===== src/rtl/pipelined_adder_n_if.sv =====
// Handshake and data bundle for pipelined_adder_n: operand side (in_*, a, b, sub)
// and result side (out_*, sum, cout, overflow).
interface pipelined_adder_n_if #(
   parameter int WIDTH = 16
);
   logic             in_valid;
   logic             in_ready;
   logic [WIDTH-1:0] a;
   logic [WIDTH-1:0] b;
   logic             sub;
   logic             out_valid;
   logic             out_ready;
   logic [WIDTH-1:0] sum;
   logic             cout;
   logic             overflow;

   modport master (
      output in_valid, a, b, sub, out_ready,
      input  in_ready, out_valid, sum, cout, overflow
   );

   modport slave (
      input  in_valid, a, b, sub, out_ready,
      output in_ready, out_valid, sum, cout, overflow
   );
endinterface


===== src/rtl/pipelined_adder_n.sv =====
// WIDTH-bit add/subtract split into STAGES chunks with a registered carry between stages,
// under a single global stall. Define ADDER_SAT_EN to saturate sum on signed overflow.
module pipelined_adder_n #(
   parameter int WIDTH  = 16,
   parameter int STAGES = 4
) (
   input logic                clk,
   input logic                rst_n,
   pipelined_adder_n_if.slave bus
);
   localparam int CHUNK = WIDTH / STAGES;

   logic             advance;
   logic             ovf_out;
   logic [WIDTH-1:0] opa  [STAGES];
   logic [WIDTH-1:0] opb  [STAGES];
   logic [WIDTH-1:0] sums [STAGES];
   logic             carry[STAGES];
   logic             vld  [STAGES];

`ifdef ADDER_SAT_EN
   // A wrapped result with its MSB set means the true value was positive.
   function automatic logic [WIDTH-1:0] saturate(input logic [WIDTH-1:0] s, input logic ovf);
      if (!ovf) return s;
      return s[WIDTH-1] ? {1'b0, {(WIDTH-1){1'b1}}} : {1'b1, {(WIDTH-1){1'b0}}};
   endfunction
`endif

   assign advance      = !vld[STAGES-1] || bus.out_ready;
   assign bus.in_ready = advance;

   for (genvar k = 0; k < STAGES; k++) begin : g_stage
      logic [WIDTH-1:0] a_src, b_src, s_src, s_nxt, s_load;
      logic             c_src, v_src;
      logic [CHUNK:0]   part;
      logic [WIDTH-1:0] a_q, b_q, s_q;
      logic             c_q, v_q;
      logic             ops_unused;

      if (k == 0) begin : g_first
         assign a_src = bus.a;
         assign b_src = bus.sub ? ~bus.b : bus.b;
         assign s_src = '0;
         assign c_src = bus.sub;
         assign v_src = bus.in_valid;
      end else begin : g_rest
         assign a_src = opa[k-1];
         assign b_src = opb[k-1];
         assign s_src = sums[k-1];
         assign c_src = carry[k-1];
         assign v_src = vld[k-1];
      end

      assign part = {1'b0, a_src[k*CHUNK +: CHUNK]} + {1'b0, b_src[k*CHUNK +: CHUNK]}
                  + {{CHUNK{1'b0}}, c_src};

      always_comb begin
         s_nxt                    = s_src;
         s_nxt[k*CHUNK +: CHUNK]  = part[CHUNK-1:0];
      end

      if (k == STAGES - 1) begin : g_last
         logic ovf_nxt, ovf_q;
         // Carry into the MSB is recovered as a^b^sum at that bit.
         assign ovf_nxt = a_src[WIDTH-1] ^ b_src[WIDTH-1] ^ part[CHUNK-1] ^ part[CHUNK];
`ifdef ADDER_SAT_EN
         assign s_load  = saturate(s_nxt, ovf_nxt);
`else
         assign s_load  = s_nxt;
`endif
         always_ff @(posedge clk or negedge rst_n) begin
            if (!rst_n)       ovf_q <= 1'b0;
            else if (advance) ovf_q <= ovf_nxt;
         end
         assign ovf_out = ovf_q;
      end else begin : g_mid
         assign s_load = s_nxt;
      end

      // Stage register boundary
      always_ff @(posedge clk or negedge rst_n) begin
         if (!rst_n) begin
            v_q <= 1'b0;
            a_q <= '0;
            b_q <= '0;
            s_q <= '0;
            c_q <= 1'b0;
         end else if (advance) begin
            v_q <= v_src;
            a_q <= a_src;
            b_q <= b_src;
            s_q <= s_load;
            c_q <= part[CHUNK];
         end
      end

      assign opa[k]   = a_q;
      assign opb[k]   = b_q;
      assign sums[k]  = s_q;
      assign carry[k] = c_q;
      assign vld[k]   = v_q;

      // Operand chunks already consumed are dead; synthesis trims them.
      assign ops_unused = ^{opa[k], opb[k]};
   end

   assign bus.out_valid = vld[STAGES-1];
   assign bus.sum       = sums[STAGES-1];
   assign bus.cout      = carry[STAGES-1];
   assign bus.overflow  = ovf_out;
endmodule


===== src/flat_wrapper.sv =====
// flat-port wrapper written by rule: the top's interface ports become plain ports
module pipelined_adder_n_flat 
#(
   parameter int WIDTH  = 16,
   parameter int STAGES = 4
)
  (clk, rst_n, bus_in_valid, bus_a, bus_b, bus_sub, bus_out_ready, bus_in_ready, bus_out_valid, bus_sum, bus_cout, bus_overflow);
  pipelined_adder_n_if #(.WIDTH(WIDTH)) bus_i ();
  input logic clk;
  input logic rst_n;
  input wire logic [$bits(bus_i.in_valid)-1:0] bus_in_valid;
  input wire logic [$bits(bus_i.a)-1:0] bus_a;
  input wire logic [$bits(bus_i.b)-1:0] bus_b;
  input wire logic [$bits(bus_i.sub)-1:0] bus_sub;
  input wire logic [$bits(bus_i.out_ready)-1:0] bus_out_ready;
  output wire logic [$bits(bus_i.in_ready)-1:0] bus_in_ready;
  output wire logic [$bits(bus_i.out_valid)-1:0] bus_out_valid;
  output wire logic [$bits(bus_i.sum)-1:0] bus_sum;
  output wire logic [$bits(bus_i.cout)-1:0] bus_cout;
  output wire logic [$bits(bus_i.overflow)-1:0] bus_overflow;
  assign bus_i.in_valid = bus_in_valid;
  assign bus_i.a = bus_a;
  assign bus_i.b = bus_b;
  assign bus_i.sub = bus_sub;
  assign bus_i.out_ready = bus_out_ready;
  assign bus_in_ready = bus_i.in_ready;
  assign bus_out_valid = bus_i.out_valid;
  assign bus_sum = bus_i.sum;
  assign bus_cout = bus_i.cout;
  assign bus_overflow = bus_i.overflow;
  pipelined_adder_n #(.WIDTH(WIDTH), .STAGES(STAGES)) u_core (.clk(clk), .rst_n(rst_n), .bus(bus_i));
endmodule

===== config.mk =====
export PLATFORM = sky130hd
export DESIGN_NAME = pipelined_adder_n_flat
export DESIGN_NICKNAME = d
export VERILOG_FILES = /design/src/rtl/pipelined_adder_n_if.sv /design/src/rtl/pipelined_adder_n.sv /design/src/flat_wrapper.sv
export SDC_FILE = /design/constraint.sdc
export NUM_CORES = 1
export LEC_CHECK = 0
export BUFFER_PORTS_ARGS = -buffer_cell sky130_fd_sc_hd__buf_2
export CAP_MARGIN = 20
export CORE_UTILIZATION = 57
export DETAILED_ROUTE_END_ITERATION = 8
export PLACE_DENSITY = 0.84
export REMOVE_ABC_BUFFERS = 1
export SYNTH_ARGS = -nofsm -noshare
export SYNTH_HDL_FRONTEND = slang
export SYNTH_SLANG_ARGS = --single-unit

===== constraint.sdc =====
create_clock -name clk -period 2.5 [get_ports clk]
set_clock_uncertainty 0.15 [all_clocks]
set_input_delay 0.75 -clock clk [delete_from_list [all_inputs] [get_ports clk]]
set_output_delay 0.75 -clock clk [all_outputs]
set_load 0.02 [all_outputs]

# Word level (Yosys, flattened, before mapping)
# Cells that the tools add are included.
# Widths: inputs -> output; s select.
[word_totals] reg_bits=145 in_bits=37 out_inout_bits=20 wordCells=34
[classes] add_sub_neg=8 mux=1 bitwise_logic=4 reduce_logical=2
[ops] cell="$add 4x4->5" n=4
[ops] cell="$add 5x1->5" n=4
[ops] cell="$mux 16" n=1
[ops] cell="$not 16->16" n=1
[ops] cell="$xor 1x1->1" n=3
[ops] cell="$logic_not 1->1" n=1
[ops] cell="$logic_or 1x1->1" n=1

# Longest topological paths before layout
[depth] word_depth=4 ltp_mapped=8 depth_no_buf=7

# Worst setup path after synthesis
# No wires, ideal clock.
[synth_timing] path_type="input-to-reg" from="input port bus_sub" to="register u_core.g_stage[0].s_q[2]" setup_ps=77 arrival_ps=2006 required_time_ps=2273 slack_ps=266 cell_stages=7 path_buffers=2 cell_sequence="buf_4 buf_6 xor2_1 inv_1 fa_1 xor2_1 a21oi_1"
[synth_between] elab_chain_len=3
[synth_lines] item="from (decl)" line_no="flat_wrapper.sv:14" text="input wire logic [$bits(bus_i.sub)-1:0] bus_sub;"
[synth_lines] item="$mux 16" line_no="pipelined_adder_n.sv:42" text="assign b_src = bus.sub ? ~bus.b : bus.b;"
[synth_lines] item="$add 4x4->5" line_no="pipelined_adder_n.sv:54" text="assign part = {1'b0, a_src[k*CHUNK +: CHUNK]} + {1'b0, b_src[k*CHUNK +: CHUNK]}"
[synth_lines] item="$add 5x1->5 (*)" line_no="pipelined_adder_n.sv:55" text="+ {{CHUNK{1'b0}}, c_src};"
[synth_lines] item="to (signal assigned)" line_no="pipelined_adder_n.sv:92" text="s_q <= s_load;"
[synth_lines] item="to (decl)" line_no="pipelined_adder_n.sv:36" text="logic [WIDTH-1:0] a_q, b_q, s_q;"
# Mark *: on every way between the ends. The rest lies on a longest branch, timed or not.
# A chain may end at the register's enable or synchronous reset.

# Final worst setup path
[layout_timing] from="input port bus_out_ready" to="output port bus_in_ready"
[layout_between] elab_chain_len=1
[layout_lines] item="from (decl)" line_no="flat_wrapper.sv:15" text="input wire logic [$bits(bus_i.out_ready)-1:0] bus_out_ready;"
[layout_lines] item="$logic_or 1x1->1" line_no="pipelined_adder_n.sv:29" text="assign advance = !vld[STAGES-1] || bus.out_ready;"
[layout_lines] item="to (decl)" line_no="flat_wrapper.sv:16" text="output wire logic [$bits(bus_i.in_ready)-1:0] bus_in_ready;"
# No other way between the ends.

==> impl_metrics.env <==
export IMPL_antenna_violations_before_repair=0
export IMPL_dieHeight_um=88.4
export IMPL_total_placed_instance_area_mm2=0.00461
export IMPL_cp_start_kind="input port"
export IMPL_timing_reg2reg_worst_path_depth=5
export IMPL_tritoncts="done"
export IMPL_synthToLayoutAreaGrowth_pct=13.5
export IMPL_detail_route_drc_violations=0
export IMPL_slew_viol_final=0
export IMPL_worstSetupPathDepth=4
export IMPL_antenna_diode_count=0
export IMPL_worst_skew_pair_late_latency_ps=360
export IMPL_layout_nets=559
export IMPL_clock_sinks=97
export IMPL_detailedRoute_firstPassIterationCount=4
export IMPL_critPathMaxFanout=2
export IMPL_clk_pin_slew_worst_setup_hold_paths_ps=90
export IMPL_setup_worst_path_class="in2out"
export IMPL_cts_inserted_buffers=9
export IMPL_worst_path_dominant_cell_family="buffers and inverters"
export IMPL_layout_cell_area_non_filler_mm2=0.00483
export IMPL_grt_pass1_vias=2735
export IMPL_place_congestion=0.804
export IMPL_initial_core_util_pct=58.9
export IMPL_post_synth_instance_area_mm2=0.00425
export IMPL_drv_max_cap_violation_count=0
export IMPL_std_cell_rows=31
export IMPL_fin_crit_sh_pct=85.2
export IMPL_chipWidth_um=88.4
export IMPL_port_buffers=56
export IMPL_worst_setup_path_end_kind="primary output"
export IMPL_grt_first_pass_wirelength_mm=12.2
export IMPL_mostFrequentLayoutCell="sky130_fd_sc_hd__nand2_1"
export IMPL_cts_hold_repair_buffers=0
export IMPL_clk_path_buf_depth=2
export IMPL_hold_viol_final=0
export IMPL_detail_route_vias_per_cell=4.93
export IMPL_clk_root_buffer_cell="sky130_fd_sc_hd__clkbuf_8"
export IMPL_ff2ff_setup_slack_ps=450
export IMPL_yosys_register_bits=97
export IMPL_seq_area_frac_synth_pct=57.1
export IMPL_drt_wl_total_mm=7.45
export IMPL_timing_final_setup_violations=0
export IMPL_gr_total_overflow=0
export IMPL_timing_worst_slew_pin_value_ps=843
export IMPL_final_util_pct=66.9
export IMPL_cp_data_arrival_time_ps=1230
export IMPL_cts_resized_gates=0
export IMPL_critPathMaxStageDelay_ps=170
export IMPL_min_delay_path_class="in2async"
export IMPL_required_ps=1600
export IMPL_netlist_instances=452
export IMPL_synth_largest_area_cell="sky130_fd_sc_hd__dfrtp_1"
export IMPL_critical_path_n_buffers_inverters=3
export IMPL_htree_num_levels=3
export IMPL_run_status="finished, final reports clean"
export IMPL_maximum_vdd_drop_mv=0.829
export IMPL_top_level_ports=57
export IMPL_post_layout_worst_setup_margin_ps=371
export IMPL_pin_count_of_the_biggest_net_entering_global_routing=103
export IMPL_wl_per_cell_um=12.3
export IMPL_netlist_area_leader_share_pct=57.1
export IMPL_fmax_mhz=470
export IMPL_power_density_cell_area_mw_per_mm2=1220
export IMPL_yosysWarningCount=0
export IMPL_grt_use_total_pct=21.0
export IMPL_hpwlAfterDp_mm=5.05
export IMPL_whs_ps=159
export IMPL_layout_drive_gt1_share_pct=16.3
export IMPL_timing_critical_path_mode_cell="sky130_fd_sc_hd__buf_2"
export IMPL_leakage_nw=2.52
export IMPL_finalCriticalPeriod_ps=2130
export IMPL_detailroute_via_count=2992
export IMPL_count_of_routing_violations_after_the_opening_detailed_route_iteration=167
export IMPL_worst_slew_margin_rel_pct=43.8
export IMPL_grt_setup_unrepaired="no"
export IMPL_cts_repair_timing_setup_buffer_count=0
export IMPL_dieArea_mm2=0.00781
export IMPL_antenna_violating_nets_post_route=0
export IMPL_placement_setup_worst_slack_ps=273
export IMPL_slowest_stage="sky130_fd_sc_hd__buf_2"
export IMPL_mostFrequentLayoutCells="sky130_fd_sc_hd__nand2_1 (213), sky130_fd_sc_hd__dfrtp_1 (97), sky130_fd_sc_hd__buf_2 (55)"
export IMPL_core_mm2=0.00721
export IMPL_synth_lib_cells_used_distinct=24
export IMPL_syn_area_per_cell_um2=9.41
export IMPL_largest_cells_by_area_after_synthesis="sky130_fd_sc_hd__dfrtp_1 (57%), sky130_fd_sc_hd__nand2_1 (19%), sky130_fd_sc_hd__ha_1 (3.5%), sky130_fd_sc_hd__fa_1 (3.3%), sky130_fd_sc_hd__xnor2_1 (3.3%)"
export IMPL_critical_path_cell_chain="buf_2, nor2b_4, inv_2, buf_2"
export IMPL_setup_total_negative_slack_ps=0
-- final timing paths --
check | startpoint | end
max | bus_out_ready | bus_in_ready
min | rst_n | u_core.bus.sum[12]
max reg2reg | u_core.g_stage[0].c_q | u_core.g_stage[1].c_q
min reg2reg | u_core.bus.sum[9] | u_core.bus.sum[9]
max in group asynchronous | rst_n | u_core.g_stage[2].a_q[13]
min in group clk | u_core.bus.sum[9] | u_core.bus.sum[9]
-- power breakdown --
| part | internal, mW | switching, mW |
|---|---|---|
| clock | 0.567 | 0.527 |
| combinational | 0.857 | 1.31 |
| sequential | 2.27 | 0.378 |
| total | 3.69 | 2.21 |
-- Yosys cell counts, drive strengths merged --
cell and instances:
nand2 213, dfrtp 97, o21ai 27, buf 21, xnor2 16, a21oi 15
nor2 13, ha 12, inv 10, xor2 8, fa 7, a21o 4
nor2b 3, clkbuf 2, nand2b 2, mux2i 1, o2bb2ai 1
-- cell type report --
type,count,area [um2]
Timing Repair Buffer,63,360
Clock buffer,10,128
Fill cell,593,2390
Sequential cell,97,2430
Inverter,10,37.5
Tap cell,99,124
Multi-Input combinational cell,322,1660
Clock inverter,6,92.6
-- routing by layer --
| metal | vias up | share of wire [%] | routed length, um | global-route usage, % |
|---|---|---|---|---|
| met5 | - | 0 | 0 | 0 |
| li1 | 1499 | - | - | - |
| met4 | 0 | 1.6 | 118 | 8.21 |
| met3 | 12 | 2.4 | 179 | 4.20 |
| met1 | 1439 | 45 | 3320 | 27.3 |
| met2 | 42 | 51 | 3830 | 34.8 |
-- through the flow --
| stage | power (mW) | std cells |
|---|---|---|
| 2_1_floorplan | 4.16 | 429 |
| 3_3_place_gp | 4.67 | 591 |
| 3_5_place_dp | 4.84 | 591 |
| 4_1_cts | 5.96 | 607 |
| 5_1_grt | 6.38 | 607 |
| 6_report | 5.90 | 607 |
-- state kept, by name (all words and copies together) (netlist names) --
| signal | count |
|---|---|
| u_core.bus.out_valid | 1 |
| u_core.g_stage.c_q | 3 |
| u_core.g_stage.v_q | 3 |
| u_core.g_stage.b_q | 24 |
| u_core.bus.cout | 1 |
| u_core.bus.overflow | 1 |
| u_core.bus.sum | 16 |
| u_core.g_stage.s_q | 24 |
| u_core.g_stage.a_q | 24 |
-- kinds of logic (layout without fill, tap and decap cells) --
kind of cell               Yosys count  count (layout)  share of synthesized area (%)
AOI/OAI and AO/OA                   47              47                           6.03
DFF                                 97              97                           57.1
and+or+nand+nor                    231             231                           20.9
adders and majority gates           19              19                           6.83
buffers and inverters               33              89                           3.94
muxes                                1               1                          0.324
xor gates and xnor gates            24              24                           4.94
-- worst reg2reg max path: cells and delay by family (launching register included) --
| kind | cells | cell delay [ps] |
|---|---|---|
| flip-flops | 1 | 420 |
| adder cells (fa/ha/maj) | 2 | 910 |
| AO/OA/AOI/OAI | 3 | 430 |
(Power assumes the default switching activity.)
